===== src/rtl/cbd616_pkg.sv =====
// Shared constants and FSM encoding for the cbd616 reloadable down-counter.
package cbd616_pkg;

    localparam int WIDTH = 16;

    typedef enum logic [1:0] {
        ST_IDLE = 2'd0,
        ST_RUN  = 2'd1,
        ST_DONE = 2'd2
    } state_e;

    // Decrement that sticks at zero instead of wrapping to all-ones.
    function automatic logic [WIDTH-1:0] dec_sat(input logic [WIDTH-1:0] v);
        return (v == '0) ? '0 : v - WIDTH'(1);
    endfunction

endpackage


===== src/rtl/cbd616_reload.sv =====
// Cascadable 16-bit down-counter with load, one-shot/auto-reload modes,
// registered terminal-count pulse and combinational borrow-out.
module cbd616_reload
    import cbd616_pkg::*;
(
    input  logic             CLK,
    input  logic             CDN,
    input  logic             EN,
    input  logic             BI,
    input  logic             LD,
    input  logic [WIDTH-1:0] D,
    input  logic             START,
    input  logic             MODE,
    output logic [WIDTH-1:0] Q,
    output logic             TC,
    output logic             BO,
    output logic             BUSY
);

    state_e           state_q, state_d;
    logic [WIDTH-1:0] q_q, q_d;
    logic [WIDTH-1:0] r_q, r_d;
    logic             m_q, m_d;
    logic             tc_q, tc_d;
    logic             tick;

    assign tick = EN && BI;

    always_ff @(posedge CLK or negedge CDN) begin
        if (!CDN) begin
            state_q <= ST_IDLE;
            q_q     <= '0;
            r_q     <= '0;
            m_q     <= 1'b0;
            tc_q    <= 1'b0;
        end else begin
            state_q <= state_d;
            q_q     <= q_d;
            r_q     <= r_d;
            m_q     <= m_d;
            tc_q    <= tc_d;
        end
    end

    // LD beats START beats tick; START is only accepted outside RUN.
    always_comb begin
        state_d = state_q;
        q_d     = q_q;
        r_d     = r_q;
        m_d     = m_q;
        tc_d    = 1'b0;
        if (LD) begin
            q_d     = D;
            r_d     = D;
            state_d = ST_IDLE;
        end else if (START && (state_q != ST_RUN)) begin
            m_d = MODE;
            if (q_q != '0) begin
                state_d = ST_RUN;
            end else begin
                state_d = ST_DONE;
                tc_d    = 1'b1;
            end
        end else if (tick && (state_q == ST_RUN)) begin
            if (q_q == '0) begin
                // Only reachable in auto-reload: the zero cycle is part of the period.
                if (m_q) begin
                    q_d  = r_q;
                    tc_d = (r_q == '0);
                end
            end else begin
                q_d = dec_sat(q_q);
                if (q_q == WIDTH'(1)) begin
                    tc_d = 1'b1;
                    if (!m_q) begin
                        state_d = ST_DONE;
                    end
                end
            end
        end
    end

    assign Q    = q_q;
    assign TC   = tc_q;
    assign BUSY = (state_q == ST_RUN);
    assign BO   = tick && (q_q == '0) && (state_q == ST_RUN) && !LD;

endmodule


===== config.mk =====
export PLATFORM = sky130hd
export DESIGN_NAME = cbd616_reload
export DESIGN_NICKNAME = d
export VERILOG_FILES = /design/src/rtl/cbd616_pkg.sv /design/src/rtl/cbd616_reload.sv
export SDC_FILE = /design/constraint.sdc
export NUM_CORES = 1
export LEC_CHECK = 0
export CORE_MARGIN = 2
export CORE_UTILIZATION = 50
export CTS_CLUSTER_DIAMETER = 200
export DETAILED_ROUTE_END_ITERATION = 10
export PLACE_DENSITY = 0.79
export SLEW_MARGIN = 20
export SYNTH_ARGS = -nofsm -noshare
export SYNTH_HDL_FRONTEND = slang
export SYNTH_SLANG_ARGS = --single-unit

===== constraint.sdc =====
create_clock -name CLK -period 3.35 [get_ports CLK]
set_clock_uncertainty 0.1 [all_clocks]
set_input_delay 0.5025 -clock CLK [delete_from_list [all_inputs] [get_ports CLK]]
set_output_delay 0.5025 -clock CLK [all_outputs]
set_load 0.02 [all_outputs]

==> results of run 1 <==
## flip-flops by register name, summed over array words and instances, names as in the netlist
signal,count
Q,16
r_q,16
state_q,2
TC,1
m_q,1
## per-layer routing
layer | GRT usage | routed length (µm)
met5 | 0 | 0
met4 | 0.0523 | 27
met3 | 0.0407 | 222
met2 | 0.357 | 2530
met1 | 0.341 | 2590
## kinds of logic after synthesis
group | after synthesis | synth area share
flip-flops | 36 | 0.424
buffers and inverters | 36 | 0.0676
adder cells (fa/ha/maj) | 3 | 0.0176
multiplexers | 4 | 0.0229
AND/OR/NAND/NOR | 92 | 0.228
XOR/XNOR | 7 | 0.0288
AO/OA/AOI/OAI | 67 | 0.212
## how the worst min path moves through the flow
| stage | start | end | cells past startpoint |
|---|---|---|---|
| after global routing | r_q[15]$_DFFE_PN0P_ | r_q[15]$_DFFE_PN0P_ | 2 |
| after floorplan | CDN | Q[0]$_DFFE_PN0P_ | 0 |
| after global placement | r_q[7]$_DFFE_PN0P_ | r_q[7]$_DFFE_PN0P_ | 1 |
| after detailed placement | r_q[7]$_DFFE_PN0P_ | r_q[7]$_DFFE_PN0P_ | 1 |
| after CTS | r_q[7]$_DFFE_PN0P_ | r_q[7]$_DFFE_PN0P_ | 1 |
| final | r_q[1]$_DFFE_PN0P_ | r_q[1]$_DFFE_PN0P_ | 2 |
## critical path, cell delays in order (launching register included)
cell and delay [ns]:
dfrtp_1 0.41, inv_1 0.11, ha_1 0.20, or4b_1 0.53
or4_4 0.46, nor3_1 0.26, dlygate4sd2_1 0.39
## Yosys cell counts
master | count | area [µm²]
a211oi_1 | 3 | 22.5
o32ai_1 | 1 | 8.76
nand2_1 | 19 | 71.3
or3_1 | 3 | 18.8
ha_1 | 3 | 37.5
nor4_4 | 1 | 21.3
inv_1 | 18 | 67.6
o31ai_1 | 8 | 60.1
nand4b_1 | 2 | 17.5
a21o_1 | 2 | 15.0
nor2_1 | 30 | 113
a311o_1 | 1 | 10.0
xnor2_1 | 6 | 52.6
buf_6 | 1 | 11.3
a31oi_1 | 14 | 87.6
and3_1 | 1 | 6.26
and2_1 | 2 | 12.5
o211ai_1 | 6 | 45.0
a22oi_1 | 2 | 15.0
or3b_2 | 1 | 8.76
o21ai_0 | 16 | 80.1
nor4_1 | 10 | 62.6
mux2_4 | 1 | 15.0
mux2_2 | 3 | 33.8
nor3_1 | 5 | 25.0
a211o_1 | 4 | 35.0
xor2_1 | 1 | 8.76
buf_2 | 1 | 5.00
o21ai_1 | 1 | 5.00
or2_2 | 1 | 6.26
or4_4 | 2 | 22.5
nand2b_1 | 3 | 18.8
a221oi_2 | 1 | 15.0
or4_1 | 4 | 30.0
o311ai_0 | 2 | 17.5
a21oi_1 | 5 | 25.0
dfrtp_1 | 36 | 901
nand4_1 | 1 | 6.26
or4b_1 | 1 | 10.0
o2bb2ai_1 | 1 | 8.76
nand3_1 | 5 | 25.0
and4_1 | 1 | 8.76
clkbuf_1 | 16 | 60.1
## area by class of cell
class	instances	area, µm²	share of cell area
clock buffers	6	72.6	0.0270
clock inverters	1	5.00	0.00186
inverters	18	67.6	0.0251
multi-input cells	173	1080	0.402
flip-flops and latches	36	901	0.335
well taps	50	62.6	0.0233
repair buffers	53	499	0.186
## repair_timing
action                     4_1_cts  5_1_grt
gates resized for setup          1        0
hold buffers                     0        0
setup endpoints to repair        1        0
## power breakdown
| part | internal [mW] | switching, mW | total, mW |
|---|---|---|---|
| Combinational | 0.152 | 0.165 | 0.317 |
| Sequential | 0.483 | 0.0544 | 0.538 |
| Clock | 0.141 | 0.150 | 0.291 |
==> key figures, run 1 <==
Floorplan
  • Initial core utilization: 0.524
  • Area of the core: a little over 0.004 mm²
  • Die area: around 0.0048 mm²
  • IO Count: 42
  • Die X: 69.2 µm
  • Row Count: 23
  • Die height: 69.2 µm

Clock tree
  • CTS tree: built
  • Buffer depth of the longest clock path: 2
  • CTS buffer count: 5
  • # clock sinks: 36
  • Setup repair bufs after CTS: 0
  • Root buf cell: clkbuf_8
  • Worst skew pair latency: 0.29 ns
  • Clk slew on worst S/H paths: 0.07 ns
  • Htree depth: 2

Placement
  • Gpl congestion: 0.822
  • Post-DP HPWL: 3800 µm
  • Port bufs: 41
  • Placed Area: ~0.0026 mm²
  • DP Worst Slack: 0.173 ns
  • Placed insts: 330

STA
  • Worst Slack Setup Final: approximately 0.11 ns
  • Pins over their slew limit: 0
  • Final hold vios: 0
  • Crit share post-route: 0.967
  • Max-slew headroom: 0.679
  • Unrepaired setup endpoints after global routing: false
  • Slew @ Worst Pin: 0.481 ns
  • Min cycle time layout: 3.24 ns
  • Hold Slack: 0.447 ns
  • TNS Setup: 0 ns
  • Setup violators final: 0
  • Fmax: 0.309 GHz

Routing
  • Antenna viol nets, final: 0
  • First-pass detailed-route iteration total: 4
  • DR vias: 1932
  • Mean number of vias per cell: 5.73
  • Final wirelength: 5370 µm
  • DRC Markers: 0
  • Wire length per cell: ~16 µm
  • Number of DRC markers in iteration 0: 181

Setup path
  • Critical path arrival: approximately 2.6 ns
  • Critical path class: reg2out
  • Worst setup endpoint: BO
  • Worst r2r path cells: 8
  • Worst r2r src: Q[1]$_DFFE_PN0P_
  • Worst R2R Setup Slack: 0.58 ns
  • CP Capture Type: output pin
  • Worst Setup SP: Q[1]$_DFFE_PN0P_
  • R2r endpoint: Q[7]$_DFFE_PN0P_
  • Max FO, Critical Path: 5
  • Critical Path RT: 2.75 ns
  • Crit start category: register

Synthesis
  • Syn_area_per_cell: around 8.7 µm²
  • Ys Warns: 0
  • Syn nets: between 200 and 300
  • Synth Register Bits: 36
  • Mapped Cells: approximately 250
  • Cell Area, Synth: roughly 0.0021 mm²
  • Post-synthesis sequential area ratio: 0.424
  • Synth unique cells: 43

Run status
  • Run status: finished clean

Finish
  • Fin cells: 337
  • Number of diodes: 0
  • Final net count: around 310
  • Layout Utilization: 0.663
  • Fillers: 338
  • Syn-to-layout area delta: 26.5%
  • Commonest non-fill, non-tap cell in the layout: clkdlybuf4s50_1
  • Post-route cell area: between 0.002 and 0.003 mm²
  • Most frequent cells in the layout: 40 x clkdlybuf4s50_1, 36 x dfrtp_1, 30 x nor2_1
  • Layout cells sized above 1: 0.0976

Power
  • Tot Pwr: 1.15 mW
  • Cell Pwr Density: 426 mW/mm²
  • LEAKAGE: between 1 and 1.5 nW
  • VDD IR-drop max: about 0.26 mV

Global routing
  • Largest net degree at the start of global routing: 52
  • Vias in the first global route: 1833
  • Gr ovfl total: 0
  • Total global-route track usage: 0.232
  • Initial antenna violation count: 0
  • First-pass GRT wire length: 9000 µm

Flow run
  • Total of max-cap violations: 0

Hold path
  • Hold WC Path Type: reg2reg
(Power assumes the default switching activity.)
==> inputs of run 2 (changes only) <==
--- a/config.mk
+++ b/config.mk
@@ -10,2 +10,3 @@
 export CTS_CLUSTER_DIAMETER = 200
+export CTS_CLUSTER_SIZE = 30
 export DETAILED_ROUTE_END_ITERATION = 10
--- a/constraint.sdc
+++ b/constraint.sdc
@@ -4,2 +4,2 @@
 set_output_delay 0.5025 -clock CLK [all_outputs]
-set_load 0.02 [all_outputs]
+set_load 0.005 [all_outputs]
==> key figures, run 2 (same netlist as run 1, synthesis figures left out) <==
Setup path
  • Critical Path RT: approximately 2.8 ns
  • Slowest CP cell: or4b_4
  • Critical path arrival: 2.29 ns
  • CP Capture Type: output pin
  • Crit start category: register
  • Worst-path cell chain: inv_1 > ha_2 > or4b_4 > or4_4 > nor3_2 > dlymetal6s2s_1
  • CP peak stage delay: 0.50 ns
  • Worst r2r path cells: 8
  • Critical path class: reg2out
  • Max FO, Critical Path: 5

Clock tree
  • Htree depth: 2
  • # clock sinks: 36
  • Buffer depth of the longest clock path: 2
  • Clk slew on worst S/H paths: 0.07 ns
  • CTS buffer count: 5
  • Root buf cell: clkbuf_8
  • Hold_buf cts: 0
  • CTS tree: built
  • Worst skew pair latency: 0.28 ns

Routing
  • Number of DRC markers in iteration 0: 187
  • Wire length per cell: 16.2 µm
  • DRC Markers: 0
  • Final wirelength: ~5400 µm
  • Mean number of vias per cell: around 5.9
  • DR vias: 1996
  • Antenna viol nets, final: 0
  • First-pass detailed-route iteration total: 4

Global routing
  • Initial antenna violation count: 0
  • First-pass GRT wire length: ~9200 µm
  • Vias in the first global route: 1856
  • Total global-route track usage: 0.239
  • Largest net degree at the start of global routing: 52
  • Gr ovfl total: 0

Finish
  • Post-route cell area: 0.00270 mm²
  • Number of diodes: 0
  • Syn-to-layout area delta: 27.1%
  • Commonest non-fill, non-tap cell in the layout: clkdlybuf4s50_1
  • Most frequent cells in the layout: 40 x clkdlybuf4s50_1, 36 x dfrtp_1, 30 x nor2_1
  • Layout cells sized above 1: 0.105
  • Final net count: 311

STA
  • Max-slew headroom: 0.674
  • Min cycle time layout: 2.90 ns
  • Unrepaired setup endpoints after global routing: false
  • Slew @ Worst Pin: around 0.5 ns
  • Crit share post-route: 0.864
  • Setup violators final: 0
  • Pins over their slew limit: 0
  • Final hold vios: 0
  • Fmax: 0.345 GHz
  • TNS Setup: 0 ns

Placement
  • Post-DP HPWL: approximately 3800 µm
  • Port bufs: 41
  • Placed Area: between 0.002 and 0.003 mm²
  • Gpl congestion: 0.904

Hold path
  • Cells on Worst Hold Path: 2
  • Hold WC Path Type: reg2reg

Floorplan
  • IO Count: between 40 and 50
  • Area of the core: about 0.004 mm²
  • Initial core utilization: 0.524
  • Die height: between 60 and 70 µm
  • Row Count: 23
  • Die X: about 69 µm
  • Die area: 0.00479 mm²

Run status
  • Run status: finished clean

Power
  • Cell Pwr Density: 425 mW/mm²
  • LEAKAGE: 1.12 nW
  • VDD IR-drop max: 0.205 mV
  • Tot Pwr: 1.15 mW

Flow run
  • Total of max-cap violations: 0
run 2: cell type report:
class | count | area (µm²)
Tap cell | 50 | 62.6
Sequential cell | 36 | 901
Fill cell | 367 | 1360
Multi-Input combinational cell | 173 | 1090
Timing Repair Buffer | 51 | 488
Clock buffer | 8 | 90.1
Inverter | 18 | 67.6
run 2: path summary, 6_finish.rpt:
kind	slack, ns	to	from
min in group asynchronous	0.54	r_q[11]$_DFFE_PN0P_	CDN
hold reg to reg	0.45	r_q[15]$_DFFE_PN0P_	r_q[15]$_DFFE_PN0P_
setup / recovery	0.45	BO	Q[1]$_DFFE_PN0P_
hold / removal	0.45	r_q[15]$_DFFE_PN0P_	r_q[15]$_DFFE_PN0P_
setup reg to reg	0.58	Q[7]$_DFFE_PN0P_	Q[1]$_DFFE_PN0P_
max in group asynchronous	2.28	Q[2]$_DFFE_PN0P_	CDN
run 2: through the flow:
step	std cells	setup slack, ns	util	hold slack (ns)
floorplan	245	0.557	-	0.107
global placement	327	0.265	0.639	0.420
detailed placement	327	0.235	0.639	0.426
CTS	336	0.0361	0.665	0.447
global route	336	0.318	0.666	0.481
finish	336	0.454	0.666	0.448
run 2: critical path, delay by kind of cell, from the launching register on:
family | cells | cell delay [ns]
AND/OR/NAND/NOR | 3 | 1.11
flip-flops | 1 | 0.42
adder cells (fa/ha/maj) | 1 | 0.21
buffers and inverters | 2 | 0.28
run 2: power breakdown:
group | internal [mW] | switching, mW | total (mW)
clock network | 0.168 | 0.157 | 0.325
logic | 0.151 | 0.133 | 0.284
registers | 0.483 | 0.0568 | 0.540
total | 0.802 | 0.346 | 1.15
run 2: what timing repair did:
item,in CTS,in global routing
setup endpoints to repair,1,1
resized for setup,2,3
buffers inserted,1,0
run 2: per-layer routing:
metal,track usage,vias up,wire [µm]
met5,0,-,0
met4,0.0741,0,112
met3,0.0523,10,380
met2,0.362,85,2460
met1,0.342,928,2490
li1,-,973,-
